`src/rtl/uart_frame_pkg.sv`:
```
// Shared types and constants for the UART frame parser: FSM states, error
// codes and the default start-of-frame marker.
package uart_frame_pkg;

    typedef enum logic [2:0] {
        IDLE,
        LEN,
        PAYLOAD,
        CHECK,
        DRAIN
    } state_e;

    localparam logic [1:0] ERR_NONE    = 2'd0;
    localparam logic [1:0] ERR_LEN     = 2'd1;
    localparam logic [1:0] ERR_CHK     = 2'd2;
    localparam logic [1:0] ERR_TIMEOUT = 2'd3;

    localparam logic [7:0] DEF_SOF_BYTE = 8'hA5;

endpackage

```
`src/rtl/uart_frame_buffer.sv`:
```
// Payload store: DEPTH x DATA_BITS register file, synchronous write and
// asynchronous read so the drain side presents data straight from rd_idx.
module uart_frame_buffer #(
    parameter int DATA_BITS = 8,
    parameter int DEPTH     = 16,
    parameter int ADDR_W    = 4
) (
    input  logic                 Clock,
    input  logic                 WrEn,
    input  logic [ADDR_W-1:0]    WrAddr,
    input  logic [DATA_BITS-1:0] WrData,
    input  logic [ADDR_W-1:0]    RdAddr,
    output logic [DATA_BITS-1:0] RdData
);

    logic [DATA_BITS-1:0] mem_q [DEPTH];

    // No reset: contents are only ever read after being written by a frame.
    always_ff @(posedge Clock) begin
        if (WrEn) mem_q[WrAddr] <= WrData;
    end

    assign RdData = mem_q[RdAddr];

endmodule

```
`src/rtl/uart_frame_parser.sv`:
```
// Pulls SOF/LEN/payload/CHK frames out of the UART RX FIFO, verifies the
// checksum and only then streams the buffered payload out on valid/ready.
module uart_frame_parser
    import uart_frame_pkg::*;
#(
    parameter int                   DATA_BITS      = 8,
    parameter logic [DATA_BITS-1:0] SOF_BYTE       = DATA_BITS'(DEF_SOF_BYTE),
    parameter int                   MAX_LEN        = 16,
    parameter int                   TIMEOUT_CYCLES = 100000
) (
    input  logic                 Clock,
    input  logic                 ResetN,
    input  logic                 RxEmpty,
    input  logic [DATA_BITS-1:0] ReadData,
    output logic                 ReadUart,
    output logic [DATA_BITS-1:0] PayloadData,
    output logic                 PayloadValid,
    input  logic                 PayloadReady,
    output logic                 PayloadLast,
    output logic                 FrameDone,
    output logic                 FrameError,
    output logic [1:0]           ErrorCode
);

    localparam int IDX_W = (MAX_LEN > 1) ? $clog2(MAX_LEN) : 1;
    localparam int TMO_W = $clog2(TIMEOUT_CYCLES + 1);
    localparam logic [TMO_W-1:0]     TMO_MAX = TMO_W'(TIMEOUT_CYCLES);
    localparam logic [DATA_BITS-1:0] LEN_MAX = DATA_BITS'(MAX_LEN);

    state_e                 state_q, state_d;
    logic [DATA_BITS-1:0]   len_q, len_d;
    logic [DATA_BITS-1:0]   sum_q, sum_d;
    logic [IDX_W-1:0]       wr_idx_q, wr_idx_d;
    logic [IDX_W-1:0]       rd_idx_q, rd_idx_d;
    logic [TMO_W-1:0]       tmo_q, tmo_d;
    logic [1:0]             err_code_q, err_code_d;
    logic                   done_q, done_d;
    logic                   err_q, err_d;

    logic                   pop;
    logic                   in_frame;
    logic                   buf_we;
    logic [DATA_BITS-1:0]   buf_rdata;
    logic [DATA_BITS-1:0]   sum_nxt;
    logic [DATA_BITS-1:0]   len_m1;
    logic                   wr_last;
    logic                   rd_last;

    // DRAIN never pops, which back-pressures the UART FIFO while the
    // consumer stalls.
    assign pop      = ~RxEmpty & (state_q != DRAIN);
    assign in_frame = (state_q == LEN) || (state_q == PAYLOAD) || (state_q == CHECK);
    assign sum_nxt  = sum_q + ReadData;
    assign len_m1   = len_q - DATA_BITS'(1);
    assign wr_last  = (DATA_BITS'(wr_idx_q) == len_m1);
    assign rd_last  = (DATA_BITS'(rd_idx_q) == len_m1);

    uart_frame_buffer #(
        .DATA_BITS (DATA_BITS),
        .DEPTH     (MAX_LEN),
        .ADDR_W    (IDX_W)
    ) u_buf (
        .Clock  (Clock),
        .WrEn   (buf_we),
        .WrAddr (wr_idx_q),
        .WrData (ReadData),
        .RdAddr (rd_idx_q),
        .RdData (buf_rdata)
    );

    always_ff @(posedge Clock or negedge ResetN) begin
        if (!ResetN) begin
            state_q    <= IDLE;
            len_q      <= '0;
            sum_q      <= '0;
            wr_idx_q   <= '0;
            rd_idx_q   <= '0;
            tmo_q      <= '0;
            err_code_q <= ERR_NONE;
            done_q     <= 1'b0;
            err_q      <= 1'b0;
        end else begin
            state_q    <= state_d;
            len_q      <= len_d;
            sum_q      <= sum_d;
            wr_idx_q   <= wr_idx_d;
            rd_idx_q   <= rd_idx_d;
            tmo_q      <= tmo_d;
            err_code_q <= err_code_d;
            done_q     <= done_d;
            err_q      <= err_d;
        end
    end

    always_comb begin
        state_d    = state_q;
        len_d      = len_q;
        sum_d      = sum_q;
        wr_idx_d   = wr_idx_q;
        rd_idx_d   = rd_idx_q;
        tmo_d      = tmo_q;
        err_code_d = err_code_q;
        done_d     = 1'b0;
        err_d      = 1'b0;
        buf_we     = 1'b0;

        case (state_q)
            IDLE: begin
                if (pop && ReadData == SOF_BYTE) begin
                    state_d = LEN;
                    tmo_d   = '0;
                end
            end
            LEN: begin
                if (pop) begin
                    len_d = ReadData;
                    sum_d = ReadData;
                    tmo_d = '0;
                    if (ReadData == '0 || ReadData > LEN_MAX) begin
                        err_d      = 1'b1;
                        err_code_d = ERR_LEN;
                        state_d    = IDLE;
                    end else begin
                        wr_idx_d = '0;
                        state_d  = PAYLOAD;
                    end
                end
            end
            PAYLOAD: begin
                if (pop) begin
                    buf_we = 1'b1;
                    sum_d  = sum_nxt;
                    tmo_d  = '0;
                    if (wr_last) state_d  = CHECK;
                    else         wr_idx_d = wr_idx_q + IDX_W'(1);
                end
            end
            CHECK: begin
                if (pop) begin
                    sum_d = sum_nxt;
                    tmo_d = '0;
                    if (sum_nxt == '0) begin
                        rd_idx_d = '0;
                        state_d  = DRAIN;
                    end else begin
                        err_d      = 1'b1;
                        err_code_d = ERR_CHK;
                        state_d    = IDLE;
                    end
                end
            end
            DRAIN: begin
                if (PayloadReady) begin
                    if (rd_last) begin
                        done_d  = 1'b1;
                        state_d = IDLE;
                    end else begin
                        rd_idx_d = rd_idx_q + IDX_W'(1);
                    end
                end
            end
            default: state_d = IDLE;
        endcase

        // Inter-byte timeout; a pop in the same cycle always wins.
        if (in_frame && !pop) begin
            if (tmo_q == TMO_MAX) begin
                err_d      = 1'b1;
                err_code_d = ERR_TIMEOUT;
                state_d    = IDLE;
                tmo_d      = '0;
            end else begin
                tmo_d = tmo_q + TMO_W'(1);
            end
        end
    end

    assign ReadUart     = pop;
    assign PayloadValid = (state_q == DRAIN);
    assign PayloadData  = PayloadValid ? buf_rdata : '0;
    assign PayloadLast  = PayloadValid & rd_last;
    assign FrameDone    = done_q;
    assign FrameError   = err_q;
    assign ErrorCode    = err_code_q;

endmodule

```
`config.mk`:
```
export PLATFORM = sky130hd
export DESIGN_NAME = uart_frame_parser
export DESIGN_NICKNAME = d
export VERILOG_FILES = /design/src/rtl/uart_frame_pkg.sv /design/src/rtl/uart_frame_buffer.sv /design/src/rtl/uart_frame_parser.sv
export SDC_FILE = /design/constraint.sdc
export NUM_CORES = 1
export LEC_CHECK = 0
export ABC_AREA = 0
export CAP_MARGIN = 20
export CORE_MARGIN = 1.5
export CORE_UTILIZATION = 50
export CTS_BUF_LIST = sky130_fd_sc_hd__clkbuf_4 sky130_fd_sc_hd__clkbuf_8
export DETAILED_ROUTE_END_ITERATION = 12
export GPL_TIMING_DRIVEN = 0
export PLACE_DENSITY_LB_ADDON = 0.05
export SLEW_MARGIN = 20
export SYNTH_ARGS = -nofsm -noshare
export SYNTH_HDL_FRONTEND = slang
export SYNTH_SLANG_ARGS = --single-unit
```
`constraint.sdc`:
```
create_clock -name Clock -period 5.15 [get_ports Clock]
set_input_delay 0.515 -clock Clock [delete_from_list [all_inputs] [get_ports Clock]]
set_output_delay 0.515 -clock Clock [all_outputs]
set_load 0.01 [all_outputs]
```
---- After elaboration in Yosys (flattened, before gate mapping) ----
Memory sizes are Yosys's and may differ from the RTL's.
Cells that the tools add are included.
word-level totals
  register bits ........................... 48
  memory bits (writable) .................. 128
  bits of input ports ..................... 12
  output and inout bits ................... 15
  memories kept ........................... 1
memory list
  memory       depth  bits a word  rd ports  clocked after Yosys merged registers in  write ports  line                     text
  u_buf.mem_q  16     8            1         0                                        1            uart_frame_buffer.sv:16  logic [DATA_BITS-1:0] mem_q [DEPTH];
operators by class
  $add $sub $neg .......................... 5
  $lt $le $gt $ge ......................... 1
  equality and inequality tests ........... 20
  multiplexer cells ....................... 52
  bitwise operators ....................... 3
  reductions and logical operators ........ 20
operators by type and width
  kind                                                                              count
  17-bit 2-to-1 mux                                                                 4
  17-bit one-hot mux with 2 select lines                                            1
  4-bit 2-to-1 mux                                                                  8
  3-bit 2-to-1 mux                                                                  10
  8-bit 2-to-1 mux                                                                  3
  17-bit by 1-bit adder with 17-bit output (second input constant)                  1
  17-bit equality test (second input constant)                                      1
  4-bit by 8-bit equality test with 1-bit output                                    2
  8-bit logical NOT                                                                 2
  4-bit one-hot mux with 2 select lines                                             2
  8-bit one-hot mux with 2 select lines                                             1
  3-bit one-hot mux with 5 select lines                                             1
  2-bit 2-to-1 mux                                                                  7
  1-bit 2-to-1 mux                                                                  13
  2-bit != test (second input constant)                                             6
  5-bit AND reduction                                                               2
  4-bit by 1-bit adder with 4-bit output (second input constant)                    2
  8-bit adder                                                                       1
  8-bit equality test (second input constant)                                       1
  8-bit by 5-bit greater-than comparator with 1-bit output (second input constant)  1
  8-bit by 1-bit subtractor with 8-bit output (second input constant)               1
  3-bit by 2-bit equality test with 1-bit output (second input constant)            2
  2-bit by 1-bit != test with 1-bit output (second input constant)                  3
  3-bit != test (second input constant)                                             2
  17 further kinds                                                                  24

---- Depth between registers and ports, before layout ----
Gate-level depths: netlist of run 1.
  word-level depth ........................ 7
  depth in mapped cells ................... 10
  gate-level depth less buffers ........... 10

---- Modules after synthesis ----
From an unflattened synthesis of run 1, not the netlist that was laid out.
second synthesis, totals
  cell total of the unflattened synthesis .. 576
  area, all modules ....................... 8121.5 sq um
by module, submodules not included
  module             times used  cells each  area each (sq um)  seq. area each (sq um)
  uart_frame_buffer  1           221         4987.3             3843.7
  uart_frame_parser  1           355         3134.3             1201.2

---- Least setup slack after synthesis of run 1 ----
No wires, ideal clock.
  path kind ............................... in2reg
  start ................................... input port ReadData[0]
  end ..................................... register rd_idx_q[0]
  setup time .............................. 0.125 ns
  arrival time ............................ 2.403 ns
  setup slack ............................. 2.622 ns
  cell stages on the path ................. 10
  buffers on the path ..................... 0
  cells stage by stage .................... ha_1 inv_1 fa_1 nor2b_1 o22ai_1 xnor2_1 nor4_4 a21oi_4 nor2_2 mux2_4
between the ends
  longest elaborated chain between the ends .. 4
RTL lines
  item                                                       line                      text
  start: declaration                                         uart_frame_parser.sv:14   input logic [DATA_BITS-1:0] ReadData,
  8-bit adder                                                uart_frame_parser.sv:53   assign sum_nxt = sum_q + ReadData;
  8-bit logical NOT                                          uart_frame_parser.sv:142  if (sum_nxt == '0) begin
  2-bit by 1-bit != test with 1-bit output (no source line)  -
  5-bit AND reduction (no source line)                       -
  end signal: assignment                                     uart_frame_parser.sv:87   rd_idx_q <= rd_idx_d;
  end: declaration                                           uart_frame_parser.sv:34   logic [IDX_W-1:0] rd_idx_q, rd_idx_d;
No other way between the ends.
A chain may end at the register's enable or synchronous reset.

---- Worst setup path in the final report of run 1 ----
  start ................................... register rd_idx_q[1]
  end ..................................... output port PayloadData[7]
between the ends
  longest elaborated chain between the ends .. 2
RTL lines
  item               line                      text
  memory 16 x 8 bit  -
  8-bit 2-to-1 mux   uart_frame_parser.sv:180  assign PayloadData = PayloadValid ? buf_rdata : '0;
  end: declaration   uart_frame_parser.sv:16   output logic [DATA_BITS-1:0] PayloadData,
No other way between the ends.

==> flow_summary.toml, run 1 <==
[synthesis]
synth_area_leaders = "edfxtp_1 47%, dfrtp_1 15%, mux4_2 11%"
seq_area_frac_synth = 0.6179
synth_top_area_frac = 0.4708
syn_inst = 565
synth_area_um2 = 8164
yosys.area.top_type = "edfxtp_1"
ys_seq_elements = 176
synth_common_cells = "128 x edfxtp_1, 48 x dfrtp_1, 42 x nand2_1, 40 x mux4_2, 39 x o21ai_0"
ys_warn_count = 0
synth.distinct_cells = 67
synth_fp_nets = 593
postSynth.asyncResetShare = 0.2727
synth-edff-count = 128
syn_area_per_cell_um2 = 14.45
synth_ff_type = "edfxtp_1"
synth_most_common_cell = "edfxtp_1"

[pwr]
power_leakage_nw = 3.225
combPwrFrac = 0.139
power.density_nw_per_um2 = 329.3
power.switching_w = 0.0008127
p_int_w = 0.002183
swShare = 0.2713
power_frac_clock = 0.317
irDropWorstVdd_mv = 0.1547
share_seq_of_total_power = 0.544

[cts]
clockBufferDepth = 2
cts.htree.levels = 4
cts_tree = "built"
clkLatencyLatePin_ps = 460
cts_buffers = 17
postCtsSetupRepairBufs = 0
clkTransAtPathRegs_ps = 90
cts_hold_buf = 0
cts_root_buffer = "clkbuf_8"
ctsResizeCount = 0
cts.sinks = 176

[critical_path]
crit-reg2reg-launch = "sum_q[0]"
end_kind = "output pin"
cp.required_ps = 4640
crit_path_start = "rd_idx_q[1]"
cpPeakStageDelay_ps = 600
path_buf_inv = 3
worstSetupPathDepth = 6
crit_family = "buffers and inverters"
ff2ff_path_depth = 10
criticalPathCategory = "register to output pin"
cp_slowest_cell = "clkbuf_1"
path_cells = "clkbuf_1 -> clkbuf_1 -> mux4_2 -> mux4_2 -> and2_1 -> clkdlybuf4s50_1"
crit_end = "PayloadData[7]"
reg2reg_to = "rd_idx_q[3]"
start_kind = "register"
arrival_ps = 3440
r2r_slack_ps = 2440
cp_max_fo = 10

[drt]
drt_iter0_drc = 320
met2_length_um = 8639
vias_per_cell = 5.819
first_pass_iters = 5
top_layer = "met4"
avgRoutedWirePerCell_um = 21.00
detail-route-antenna-nets = 0
totalWireLength_um = 17620
drc_errors = 0
via_count = 4882
dr_wl_met3_um = 622
met1_length_um = 8000

[layout]
finish.net_count = 638
regArea_um2 = 5045
multi_input_area_um2 = 2910
drive_above_1_share = 0.1589
final_core_util = 0.5706
final.fill_count = 1297
n_antenna_cell = 0
synthToLayoutAreaGrowth_pct = 11.43

[timing]
tightestPinTransition_ps = 1048
hold_viol_final = 0
period_needed_ps = 3952
timing.fmax_mhz = 253.0
setup_viol = 0
rsz0062_at_grt = "no"
maxSlewViolCount = 0
finClkSkew_ps = 6.102
setup_ws_ps = 1198
max_slew_margin = 0.2991
whs_ps = 67.74
fin_crit_sh = 0.7674
tns_ps = 0

[placed_design]
gp_congestion = 0.8034
pre_cts_slack_ps = 1049
dp_hpwl_um = 11910
place.port_buffers = 26

[floorplanning]
fp.dieW_um = 130.8
coreArea_um2 = 15940
die_area_um2 = 17100
core.rowCount = 46
die_h_um = 130.8
start_util = 0.5121
io_pins = 27

[global_route]
antenna_found_initial = 1
grtUsageTotal = 0.2284
grt_pass1_wl_um = 27940
globalRouteOverflowTotal = 0
grt_max_degree = 49
grt_pass1_vias = 4940

[hold_path]
hp-class = "input port to async pin"

[run]
drv_cap = 0

[status]
status = "finished clean"
layer usage:
metal / GRT usage / up-vias
met4: 0.08274 / 0
met1: 0.3110 / 2507
li1: - / 2244
met3: 0.04397 / 21
met2: 0.3706 / 110
met5: 0 / -
power by group through the flow:
stage                     registers [W]  logic (W)  clock network, W
final                           0.00163   0.000416          0.000951
after global placement          0.00166   0.000405                 0
after floorplan                 0.00165   0.000302                 0
after CTS                       0.00163   0.000418          0.000969
after global routing            0.00164   0.000468           0.00102
after detailed placement        0.00166   0.000417                 0
per-stage QoR:
stage / cell area [µm²] / std cells / total power, W
2_1_floorplan: 8164 / 565 / 0.001949
3_3_place_gp: 8695 / 807 / 0.002063
3_5_place_dp: 8702 / 807 / 0.002077
4_1_cts: 9097 / 839 / 0.003016
5_1_grt: 9097 / 839 / 0.003128
6_report: 9097 / 839 / 0.002996
area by class of cell:
class,instances,share of cell area
Inverter,21,0.008665
Timing Repair Buffer,26,0.02833
Tap cell,216,0.02971
Buffer,27,0.01540
Clock inverter,15,0.01774
Sequential cell,176,0.5545
Multi-Input combinational cell,341,0.3199
Clock buffer,17,0.02572
layout by cell type (no fill, tap or decap), types with 3 or more instances in the layout:
cell type        netlist  final
nand4b_1               3      3
nor2b_1                7      7
a31oi_1                5      5
inv_1                 21     21
clkbuf_1              19     19
ha_1                  15     15
nand2b_1               5      5
mux2_2                 5      5
a21oi_1               15     15
clkinvlp_4             0      5
edfxtp_1             128    128
nand3_1                9      9
clkdlybuf4s50_1        0     25
and3_1                13     13
xnor2_1               10     10
xor2_1                 8      8
clkbuf_8               1     18
nor2_1                25     25
clkinv_4               0      3
dfrtp_1               48     48
mux4_2                40     40
nor4_1                 3      3
o21ai_0               39     39
mux2i_1                7      7
nor3_1                10      9
and2_1                20     20
nand2_1               42     42
nand4_1               10     10
buf_4                  3      4
o31ai_1                6      6
flip-flops by register name, indices dropped and copies added (netlist names):
| register | flops |
|---|---|
| rd_idx_q | 4 |
| len_q | 8 |
| u_buf.mem_q | 128 |
| FrameError | 1 |
| sum_q | 8 |
| tmo_q | 17 |
| ErrorCode | 2 |
| FrameDone | 1 |
| wr_idx_q | 4 |
| state_q | 3 |
worst min path at each step:
stage          startpoint           end  cells after the start
6_report           ResetN     tmo_q[14]                      1
4_1_cts            ResetN     tmo_q[14]                      1
3_3_place_gp     sum_q[0]      sum_q[0]                      2
2_1_floorplan      ResetN  ErrorCode[0]                      0
3_5_place_dp     sum_q[3]      sum_q[3]                      2
5_1_grt            ResetN     tmo_q[15]                      1
logic make-up after synthesis:
logic type / count (synthesis) / share of synthesized area
AOI/OAI and AO/OA: 88 / 0.06835
and+or+nand+nor: 164 / 0.1090
buffers and inverters: 48 / 0.02682
muxes: 53 / 0.1277
adders and majority gates: 16 / 0.02544
xor gates and xnor gates: 20 / 0.02483
DFF: 176 / 0.6179
No activity file was read; power rests on OpenSTA's default activity.
==> inputs of run 2 (changes only) <==
==> constraint.sdc (replaced) <==
create_clock -name Clock -period 3.54 [get_ports Clock]
set_input_delay 0.354 -clock Clock [delete_from_list [all_inputs] [get_ports Clock]]
set_output_delay 0.354 -clock Clock [all_outputs]
set_load 0.01 [all_outputs]
==> flow_summary.toml, run 2 (same netlist as run 1, synthesis figures left out) <==
[critical_path]
criticalPathCategory = "input port to register"
arrival_ps = 3720
cp_slowest_cell = "clkdlybuf4s50_1"
crit_path_start = "ReadData[1]"
crit-reg2reg-launch = "sum_q[0]"
end_kind = "register"
cp.required_ps = 3880
start_kind = "input port"
path_cells = "clkdlybuf4s50_1 -> inv_1 -> fa_1 -> nor2b_1 -> o22ai_1 -> xnor2_1 -> nor4_4 -> nand4_1 -> nand2b_1 -> mux2i_1"
cp_max_fo = 22
cpPeakStageDelay_ps = 1110

[layout]
final.fill_count = 1296
regArea_um2 = 5045
final_cell_mix = "128 x edfxtp_1, 48 x dfrtp_1, 42 x nand2_1"
n_antenna_cell = 0
largest_register = "u_buf.mem_q"
largestRegisters = "u_buf.mem_q: 128 flops, tmo_q: 17 flops"
largest_register_ff_count = 128
finish.net_count = 639
multi_input_area_um2 = 2910
final_common_cell = "edfxtp_1"
synthToLayoutAreaGrowth_pct = 11.71
final_core_util = 0.5720
drive_above_1_share = 0.1651

[timing]
maxSlewViolCount = 0
hold_viol_final = 0
rsz0062_at_grt = "no"
fin_crit_sh = 0.9541
tns_ps = 0
setup_ws_ps = 162.4
timing.fmax_mhz = 296.1
tightestPinTransition_ps = 1031
period_needed_ps = 3378
whs_ps = 456.4
max_slew_margin = 0.3102
finClkSkew_ps = 6.285
setup_viol = 0

[hold_path]
hp-class = "input port to async pin"

[run]
drv_cap = 0

[drt]
drc_errors = 0
detail-route-antenna-nets = 0
first_pass_iters = 5
avgRoutedWirePerCell_um = 21.07
via_count = 4843
met2_length_um = 8622
drt_iter0_drc = 333
vias_per_cell = 5.765
met1_length_um = 8107
dr_wl_met3_um = 605
top_layer = "met4"
totalWireLength_um = 17700

[global_route]
grt_max_degree = 49
antenna_found_initial = 1
grtUsageTotal = 0.2284
globalRouteOverflowTotal = 0
grt_pass1_vias = 4940
grt_pass1_wl_um = 27940

[floorplanning]
core.rowCount = 46
die_area_um2 = 17100
start_util = 0.5121
io_pins = 27
fp.dieW_um = 130.8
die_h_um = 130.8
coreArea_um2 = 15940

[pwr]
power_leakage_nw = 3.252
power.density_nw_per_um2 = 478.0
power_w = 0.004360
irDropWorstVdd_mv = 0.2251

[placed_design]
gp_congestion = 0.8034
place.port_buffers = 26
dp_hpwl_um = 11910
pre_cts_slack_ps = -400.2

[cts]
cts.htree.levels = 4
cts_tree = "built"
cts.sinks = 176
clkTransAtPathRegs_ps = 90
clkLatencyLatePin_ps = 460
cts_root_buffer = "clkbuf_8"
clockBufferDepth = 2
cts_buffers = 17

[status]
status = "finished clean"
run 2: cell types whose count changed in the layout (fill, tap and decap cells not counted):
cell             previous run  this run
clkbuf_1                   19        15
clkbuf_2                    0         4
buf_2                       2         0
buf_4                       4         6
clkdlybuf4s50_1            25        24
dlygate4sd3_1               0         1
dlymetal6s2s_1              0         1
run 2: worst paths after layout:
check	end	slack [ps]	depth (start not counted)
max in group asynchronous	tmo_q[0]	2660	2
setup reg to reg	rd_idx_q[3]	840	10
min in group Clock	FrameDone	480	3
hold reg to reg	sum_q[3]	500	2
setup / recovery	rd_idx_q[3]	160	10
hold / removal	tmo_q[14]	460	2
run 2: final cells by class:
cell class              count  share of cell area
flip-flops and latches    176              0.5532
clock buffers              17             0.02566
well taps                 216             0.02963
inverters                  21            0.008643
multi-input cells         341              0.3191
repair buffers             27             0.02963
clock inverters            15             0.01770
plain buffers              27             0.01646
run 2: through the flow:
step,cell area (µm²),std cells
after CTS,9117,840
after global routing,9120,840
after global placement,8695,807
after detailed placement,8702,807
after floorplan,8164,565
final,9120,840
run 2: layer usage:
metal / up-vias / track usage
met5: - / 0
met2: 112 / 0.3706
li1: 2248 / -
met3: 23 / 0.04397
met1: 2460 / 0.3110
met4: 0 / 0.08274
run 2: repair_timing:
| action | in CTS | in global routing |
|---|---|---|
| hold buffers | 1 | 0 |
| buffers inserted | 0 | 0 |
| hold endpoints to repair | 48 | 0 |
| setup endpoints to repair | 8 | 3 |
| gates cloned | 0 | 0 |
| gates resized for setup | 6 | 1 |
run 2: worst max-delay path, delay by kind of cell:
family                     cells  cell delay [ps]
AOI/OAI and AO/OA              1              130
xor gates and xnor gates       1              180
adders and majority gates      1              500
buffers and inverters          2             1270
muxes                          1               80
and+or+nand+nor                4             1180
run 2: where the power goes:
part / internal, W / leakage, nW / total [W] / switching (W)
clock network: 0.000633 / 0.184 / 0.00138 / 0.000748
registers: 0.00229 / 1.78 / 0.00237 / 0.0000789
logic: 0.000252 / 1.29 / 0.000607 / 0.000355
